--- config.mk ---
export PLATFORM = sky130hd
export DESIGN_NAME = vec_seq_controller
export DESIGN_NICKNAME = d
export VERILOG_FILES = /design/src/rtl/vec_seq_pkg.sv /design/src/rtl/seq_watchdog.sv /design/src/rtl/vec_seq_controller.sv
export SDC_FILE = /design/constraint.sdc
export NUM_CORES = 1
export LEC_CHECK = 0
export CAP_MARGIN = 10
export CORE_MARGIN = 3
export CORE_UTILIZATION = 41
export DETAILED_ROUTE_END_ITERATION = 8
export PLACE_DENSITY_LB_ADDON = 0.05
export SLEW_MARGIN = 20
export SYNTH_ARGS = -nofsm -noshare
export SYNTH_HDL_FRONTEND = slang
export SYNTH_SLANG_ARGS = --single-unit
--- constraint.sdc ---
create_clock -name clk -period 1.9 [get_ports clk]
set_clock_uncertainty 0.1 [all_clocks]
set_input_delay 0.38 -clock clk [delete_from_list [all_inputs] [get_ports clk]]
set_output_delay 0.38 -clock clk [all_outputs]
set_load 0.1 [all_outputs]
--- src/rtl/vec_seq_pkg.sv ---
// rtl/vec_seq_pkg.sv - shared types, default widths and width helper for the vec_seq run controller
package vec_seq_pkg;

  localparam int DEF_DATA_W  = 8;
  localparam int DEF_ELEMS   = 8;
  localparam int DEF_NUM_OPS = 2;
  localparam int DEF_ADDR_W  = 4;
  localparam int DEF_TIMEOUT = 1024;

  typedef enum logic [1:0] {
    ST_INPUT   = 2'd0,
    ST_SETTLE  = 2'd1,
    ST_COMPUTE = 2'd2,
    ST_DISPLAY = 2'd3
  } state_t;

  // Index width that never collapses to zero bits for tiny counts.
  function automatic int clog2_min1(input int n);
    return (n <= 2) ? 1 : $clog2(n);
  endfunction

endpackage

--- src/rtl/seq_watchdog.sv ---
// rtl/seq_watchdog.sv - compute-phase cycle counter that flags expiry at TIMEOUT-1
module seq_watchdog
  import vec_seq_pkg::*;
#(
  parameter int TIMEOUT = DEF_TIMEOUT
) (
  input  logic clk,
  input  logic rst,
  input  logic clear,
  input  logic enable,
  output logic expired
);

  localparam int CNT_W = clog2_min1(TIMEOUT);
  localparam logic [CNT_W-1:0] LAST = CNT_W'(TIMEOUT - 1);

  logic [CNT_W-1:0] count;

  // Saturates at LAST so a stalled controller never wraps back into a false window.
  always_ff @(posedge clk or posedge rst) begin
    if (rst)
      count <= '0;
    else if (clear)
      count <= '0;
    else if (enable && (count != LAST))
      count <= count + 1'b1;
  end

  assign expired = enable && !clear && (count == LAST);

endmodule

--- src/rtl/vec_seq_controller.sv ---
// rtl/vec_seq_controller.sv - operand entry, compute hand-off with watchdog, and result display sequencer
module vec_seq_controller
  import vec_seq_pkg::*;
#(
  parameter int DATA_W  = DEF_DATA_W,
  parameter int ELEMS   = DEF_ELEMS,
  parameter int NUM_OPS = DEF_NUM_OPS,
  parameter int ADDR_W  = DEF_ADDR_W,
  parameter int TIMEOUT = DEF_TIMEOUT,
  localparam int OP_W   = clog2_min1(NUM_OPS),
  localparam int EL_W   = clog2_min1(ELEMS)
) (
  input  logic              clk,
  input  logic              rst,
  input  logic              input_value_ready,
  input  logic              restart,
  input  logic              comp_done,
  input  logic [DATA_W-1:0] comp_result,
  output logic              input_enable,
  output logic [ADDR_W-1:0] ctrl_mem_addr,
  output logic              ctrl_mem_wr,
  output logic [OP_W-1:0]   op_sel,
  output logic              mode_compute,
  output logic              comp_start,
  output logic              display_enable,
  output logic [DATA_W-1:0] display_value,
  output logic              error
);

  localparam logic [ADDR_W-1:0] ELEMS_A  = ADDR_W'(ELEMS);
  localparam logic [EL_W-1:0]   LAST_EL  = EL_W'(ELEMS - 1);
  localparam logic [OP_W-1:0]   LAST_OP  = OP_W'(NUM_OPS - 1);

  state_t            state, state_n;
  logic [EL_W-1:0]   elem_idx, elem_n;
  logic [OP_W-1:0]   op_n;
  logic [ADDR_W-1:0] addr_n, addr_calc;
  logic              wr_n, in_en_n, mode_n, start_n, disp_en_n, err_n;
  logic [DATA_W-1:0] disp_val_n;
  logic              wd_expired;

  seq_watchdog #(.TIMEOUT(TIMEOUT)) u_watchdog (
    .clk     (clk),
    .rst     (rst),
    .clear   (restart || (state != ST_COMPUTE)),
    .enable  (state == ST_COMPUTE),
    .expired (wd_expired)
  );

  assign addr_calc = ADDR_W'(op_sel) * ELEMS_A + ADDR_W'(elem_idx);

  always_ff @(posedge clk or posedge rst) begin
    if (rst) begin
      state          <= ST_INPUT;
      elem_idx       <= '0;
      op_sel         <= '0;
      ctrl_mem_addr  <= '0;
      ctrl_mem_wr    <= 1'b0;
      input_enable   <= 1'b1;
      mode_compute   <= 1'b0;
      comp_start     <= 1'b0;
      display_enable <= 1'b0;
      display_value  <= '0;
      error          <= 1'b0;
    end else begin
      state          <= state_n;
      elem_idx       <= elem_n;
      op_sel         <= op_n;
      ctrl_mem_addr  <= addr_n;
      ctrl_mem_wr    <= wr_n;
      input_enable   <= in_en_n;
      mode_compute   <= mode_n;
      comp_start     <= start_n;
      display_enable <= disp_en_n;
      display_value  <= disp_val_n;
      error          <= err_n;
    end
  end

  always_comb begin
    state_n    = state;
    elem_n     = elem_idx;
    op_n       = op_sel;
    addr_n     = ctrl_mem_addr;
    wr_n       = 1'b0;
    in_en_n    = input_enable;
    mode_n     = mode_compute;
    start_n    = 1'b0;
    disp_en_n  = display_enable;
    disp_val_n = display_value;
    err_n      = error;

    if (restart) begin
      state_n   = ST_INPUT;
      elem_n    = '0;
      op_n      = '0;
      in_en_n   = 1'b1;
      mode_n    = 1'b0;
      disp_en_n = 1'b0;
      err_n     = 1'b0;
    end else begin
      unique case (state)
        ST_INPUT: begin
          in_en_n = 1'b1;
          mode_n  = 1'b0;
          if (input_value_ready) begin
            addr_n = addr_calc;
            wr_n   = 1'b1;
            if (elem_idx == LAST_EL) begin
              elem_n = '0;
              if (op_sel == LAST_OP) begin
                op_n    = '0;
                in_en_n = 1'b0;
                state_n = ST_SETTLE;
              end else begin
                op_n = op_sel + 1'b1;
              end
            end else begin
              elem_n = elem_idx + 1'b1;
            end
          end
        end
        // Memory stays with the input side one extra cycle so the final write lands.
        ST_SETTLE: begin
          in_en_n = 1'b0;
          mode_n  = 1'b1;
          start_n = 1'b1;
          state_n = ST_COMPUTE;
        end
        ST_COMPUTE: begin
          if (comp_done) begin
            disp_val_n = comp_result;
            mode_n     = 1'b0;
            disp_en_n  = 1'b1;
            state_n    = ST_DISPLAY;
          end else if (wd_expired) begin
            err_n      = 1'b1;
            disp_val_n = '1;
            mode_n     = 1'b0;
            disp_en_n  = 1'b1;
            state_n    = ST_DISPLAY;
          end
        end
        ST_DISPLAY: begin
          in_en_n   = 1'b0;
          disp_en_n = 1'b1;
        end
        default: state_n = ST_INPUT;
      endcase
    end
  end

endmodule

== After elaboration in Yosys (flattened, before gate mapping) ==
Cells that the tools add are included.

* Input bits: 13
* Output and inout port bits: 19
* Bits in registers: 34
* Logic and storage cells: 95

* Bitwise logic cells: 1
* Reduce and logical (&&, ||, !) cells: 25
* Add/sub/neg operators: 4
* Equal/unequal tests: 12
* Multiplexer cells: 41

{| class="wikitable"
|+ Operator list
! operator !! number
|-
| $mux W1 || 23
|-
| $mux W10 || 2
|-
| $mux W8 || 2
|-
| $reduce_bool A2 Y1 || 7
|-
| $mux W2 || 6
|-
| $mux W3 || 4
|-
| $reduce_and A3 Y1 || 4
|-
| $add A10 B1 Y10 const B || 1
|-
| $eq A10 B10 Y1 const B || 1
|-
| $ne A10 B10 Y1 const B || 1
|-
| $ne A3 B3 Y1 const B || 3
|-
| $pmux W2 S3 || 1
|-
| $reduce_and A2 Y1 || 3
|-
| $reduce_bool A3 Y1 || 2
|-
| $reduce_and A5 Y1 || 1
|-
| $add A4 B3 Y4 || 1
|-
| $eq A2 B2 Y1 const B || 2
|-
| $ne A2 B2 Y1 const B || 2
|-
| $ne A4 B4 Y1 const B || 1
|-
| $pmux W1 S2 || 2
|-
| $reduce_bool A4 Y1 || 1
|-
| $add A3 B1 Y3 const B || 1
|-
| $eq A3 B3 Y1 const B || 1
|-
| $logic_and A1 B1 Y1 || 3
|-
| other kinds (8) || 8
|}

== Longest topological paths before layout ==
* Depth in word-level cells: 9
* Depth in mapped cells: 7
* Mapped depth without buffers: 6

== By module ==
A second synthesis with hierarchy kept.

* Cell total of the unflattened synthesis: 160
* Area total of the unflattened synthesis: 1757.9 um^2

{| class="wikitable"
|+ By module, submodules not included
! module !! seq. area each (um^2) !! instances !! cells each !! area an instance (um^2)
|-
| vec_seq_controller || 601.8 || 1 || 91 || 1087.3
|-
| seq_watchdog || 250.2 || 1 || 69 || 670.6
|}

== Least setup slack after synthesis ==
Ideal clock, no wire load.

* Kind: register to register
* Start: register op_sel
* End: register state[0]
* Setup slack: -109 ps
* Required time: 1675 ps
* Cell stages (with the launch flop): 5
* Path buffers: 0
* Data arrival time: 1784 ps
* Period minus slack after synthesis: 2009 ps
* Library setup time: 125 ps
* Cells stage by stage: dfrtp_1 -> and3_1 -> mux2i_1 -> a21oi_2 -> mux2_2

* Cells in the longest elaborated chain, start to end: 2

{| class="wikitable"
|+ RTL lines
! what !! RTL line !! RTL
|-
| start: declaration || vec_seq_controller.sv:22 || <nowiki>output logic [OP_W-1:0] op_sel,</nowiki>
|-
| start signal: assignment || vec_seq_controller.sv:68 || <nowiki>op_sel <= op_n;</nowiki>
|-
| $ne A3 B3 Y1 (no source line) || n/a ||
|-
| $reduce_and A5 Y1 (no source line) || n/a ||
|-
| end signal: assignment || vec_seq_controller.sv:66 || <nowiki>state <= state_n;</nowiki>
|-
| end: declaration || vec_seq_controller.sv:34 || <nowiki>state_t state, state_n;</nowiki>
|}

No other way between the ends.
A chain may end at the register's enable or synchronous reset.

== Worst setup path after layout ==
* Start: register u_watchdog.count[0]
* End: register mode_compute

* Cells in the longest elaborated chain, start to end: 4

{| class="wikitable"
|+ RTL lines
! what !! RTL line !! RTL
|-
| start: declaration || seq_watchdog.sv:17 || <nowiki>logic [CNT_W-1:0] count;</nowiki>
|-
| start signal: assignment || seq_watchdog.sv:26 || <nowiki>count <= count + 1'b1;</nowiki>
|-
| $eq A10 B10 Y1 || seq_watchdog.sv:29 || <nowiki>assign expired = enable && !clear && (count == LAST);</nowiki>
|-
| $logic_and A1 B1 Y1 || seq_watchdog.sv:29 ||
|-
| $ne A4 B4 Y1 (no source line) || n/a ||
|-
| $reduce_and A2 Y1 (no source line) || n/a ||
|-
| end signal: assignment || vec_seq_controller.sv:72 || <nowiki>mode_compute <= mode_n;</nowiki>
|-
| end: declaration || vec_seq_controller.sv:23 || <nowiki>output logic mode_compute,</nowiki>
|}

No other way between the ends.

==> impl_metrics.csv <==
group,metric,value,unit
logic_synthesis,synth_edf_count,0,
global_routing,grt_usage,17.2,%
layout,final_nets,206,
power,power_switching,0.403,mW
die,ios,32,
sta,worstMarginPinSlew,0.346,ns
layout,diodes,0,
die,start_util,43.1,%
critical_path,critPathTopFamily,"simple AND/OR/NAND/NOR gates",
min_path,hold_class,"input pin to async pin",
sta,setup_viol_count_final,0,
clock_network,clock_sinks,34,
critical_path,worst_setup_path_end_kind,"flip-flop",
route,drc,0,
die,die-area,0.00467,sq mm
job,maxCapViolations,0,
clock_network,worstSkewPairLatency,0.28,ns
placed_design,place.gp.congestion,0.775,
power,p_clk_share,36.1,%
sta,hold_viol_final,0,
critical_path,cp_num_cells,6,
sta,final.period_utilization,95.4,%
route,ant_nets,0,
critical_path,ff2ff_setup_slack,0.09,ns
power,ir_drop,515,uV
power,p_comb_share,14.3,%
critical_path,required,1.97,ns
logic_synthesis,syn_area,0.00159,sq mm
clock_network,cts_buffer_depth,2,
layout,drive_above_1_share,31.7,%
route,first_pass_iters,4,
route,drt_iter0_drc,63,
global_routing,grt_pass1_wl,5870,um
logic_synthesis,yosys_warnings,0,
critical_path,critPathSlowestCell,"dfrtp_1",
power,leakagePower,1.04,nW
critical_path,critPathLaunch,"u_watchdog.count[0]",
layout,areaGrowthSynthToFinish,47.0,%
logic_synthesis,synth_seq_area_share,53.5,%
critical_path,crit_buf_inv,1,
critical_path,crit_path_max_fanout,9,
die,num_rows,22,
logic_synthesis,ys_seq_elements,34,
logic_synthesis,synthCells,136,
placed_design,dpl_worst_slack,0.0391,ns
placed_design,placed_area,0.00222,sq mm
logic_synthesis,async_flop_share,100,%
die,core-area,0.00369,sq mm
critical_path,r2r-start,"u_watchdog.count[0]",
critical_path,rr_worst_depth,6,
die,chipWidth,68.3,um
critical_path,crit_path_start_kind,"flip-flop",
power,internal-power,1.12,mW
sta,min_period,1.81,ns
layout,seq_area,853,sq um
power,swShare,26.5,%
die,die_h,68.3,um
sta,relSlewSlack,76.9,%
layout,design_area,0.00234,sq mm
logic_synthesis,syn-num-nets,157,
global_routing,grt_max_degree,21,
global_routing,first_global_vias,1284,
critical_path,critical-path-max-stage-delay,0.39,ns
sta,fmax,0.552,GHz
clock_network,tritoncts.num_buffers,5,
global_routing,antenna_found_initial,0,
global_routing,grt_overflow,0,
route,vias,1270,
route,wl_per_cell,15.0,um
clock_network,htreeDepth,2,
route,wirelength,3510,um
clock_network,cts_hold_buf,0,
critical_path,r2r_end,"mode_compute",
layout,nFillCells,319,
clock_network,root_buffer,"clkbuf_8",
power,p_per_area,651,mW/mm^2
layout,multi_input_area,722,sq um
route,viasPerCell,5.43,
status,status,"finished, final reports clean",
power,seqPwrFrac,49.6,%
clock_network,cts_tree,"done",
sta,setup_ws,0.0883,ns
critical_path,crit_chain,"ha_2 > nand4_1 > nor3_4 > buf_4 > o22ai_2 > mux2_4",
logic_synthesis,yosys.cell_types.count,40,
placed_design,dp_hpwl,2620,um
logic_synthesis,synth_top_flop_cell,"dfrtp_1",
critical_path,endpoint,"mode_compute",
logic_synthesis,synth.avg_cell_area,11.7,sq um
placed_design,numPortBuffers,31,
critical_path,path_class,"flip-flop to flip-flop",
clock_network,clk_pin_slew_worst_paths,0.07,ns
critical_path,arrival,1.88,ns
sta,maxSlewViolCount,0,
power groups by stage:
| stage | clock network [mW] | logic [mW] | registers, mW |
|---|---|---|---|
| 2_1_floorplan | 0 | 0.0340 | 0.846 |
| 3_3_place_gp | 0 | 0.216 | 0.768 |
| 3_5_place_dp | 0 | 0.219 | 0.769 |
| 4_1_cts | 0.564 | 0.220 | 0.756 |
| 5_1_grt | 0.600 | 0.228 | 0.757 |
| 6_report | 0.550 | 0.217 | 0.755 |
layer usage:
layer / vias to the layer above / routed length, um / GRT usage, %
li1: 598 / - / -
met2: 33 / 1670 / 26.2
met3: 7 / 192 / 6.08
met1: 632 / 1600 / 22.2
met4: 0 / 48 / 6.70
met5: - / 0 / 0
metrics by stage:
| stage | power, mW | utilization, % | cells | hold slack (ns) | TNS, ns |
|---|---|---|---|---|---|
| final | 1.52 | 63.4 | 234 | 0.316 | 0 |
| after global routing | 1.58 | 63.4 | 234 | 0.315 | -0.165 |
| after CTS | 1.54 | 62.7 | 231 | 0.312 | 0 |
| after detailed placement | 0.988 | 60.2 | 223 | 0.445 | 0 |
| after global placement | 0.984 | 60.2 | 223 | 0.427 | 0 |
| after floorplan | 0.880 | - | 136 | 0.357 | 0 |
tightest hold or removal path: cells and delay by family:
| kind | cells | cell delay (ns) |
|---|---|---|
| buffers and inverters | 3 | 0.68 |
Yosys cell counts (2+ instances only):
library cell | number | share of area (%)
nor2b_1 | 4 | 1.6
nand4_1 | 2 | 0.79
mux2i_1 | 2 | 1.3
o21ai_0 | 4 | 1.3
mux2_2 | 5 | 3.5
inv_1 | 4 | 0.94
xor2_1 | 2 | 1.1
nand3_1 | 3 | 0.94
a21oi_1 | 9 | 2.8
nor3_1 | 5 | 1.6
ha_1 | 8 | 6.3
nand2_1 | 8 | 1.9
o22a_1 | 8 | 4.4
nor2_1 | 9 | 2.1
a31oi_1 | 3 | 1.2
dfrtp_1 | 33 | 52
nand2b_1 | 4 | 1.6
area by class of cell:
| type | count | area share, % |
|---|---|---|
| sequential | 34 | 36.5 |
| multi-input combinational | 96 | 30.9 |
| timing repair buffer | 44 | 25.6 |
| clock buffer | 7 | 3.69 |
| tap | 48 | 2.57 |
| inverter | 4 | 0.642 |
| clock inverter | 1 | 0.214 |
worst min-delay path by stage:
stage	start	endpoint	cells past startpoint
after floorplan	restart	comp_start	1
after global placement	elem_idx[1]	ctrl_mem_addr[1]	1
after detailed placement	elem_idx[1]	ctrl_mem_addr[1]	1
after CTS	rst	ctrl_mem_addr[1]	3
after global routing	rst	ctrl_mem_addr[1]	3
final	rst	ctrl_mem_addr[1]	3
placed cells by master, fill, tap and decap left out, drive strengths merged, types with 3 or more instances in the layout:
cell,instances
nor3,6
nand2b,4
mux2,6
clkbuf,7
nand3,5
nor2b,4
ha,8
nor2,9
dfrtp,33
buf,32
a31oi,3
nand2,8
inv,4
o21ai,4
clkdlybuf4s50,12
o22a,8
a21oi,10
sequential cells by signal (all words and copies together) (netlist names), 2 cells and up:
name,count
u_watchdog.count,10
display_value,8
ctrl_mem_addr,4
state,2
elem_idx,3
cell families (layout without fill, tap and decap cells):
kind of cell | Yosys count | count (layout) | synth area share, %
and+or+nand+nor | 44 | 44 | 16.4
DFF | 34 | 34 | 53.5
AOI/OAI and AO/OA | 33 | 33 | 14.9
adders and majority gates | 8 | 8 | 6.29
muxes | 8 | 8 | 5.74
buffers and inverters | 6 | 56 | 1.49
xor gates and xnor gates | 3 | 3 | 1.65
timing repair:
action,CTS,global route
resized for setup,0,2
setup buffers,0,3
setup endpoints to repair,0,9
Power figures use the tool's default switching activity.
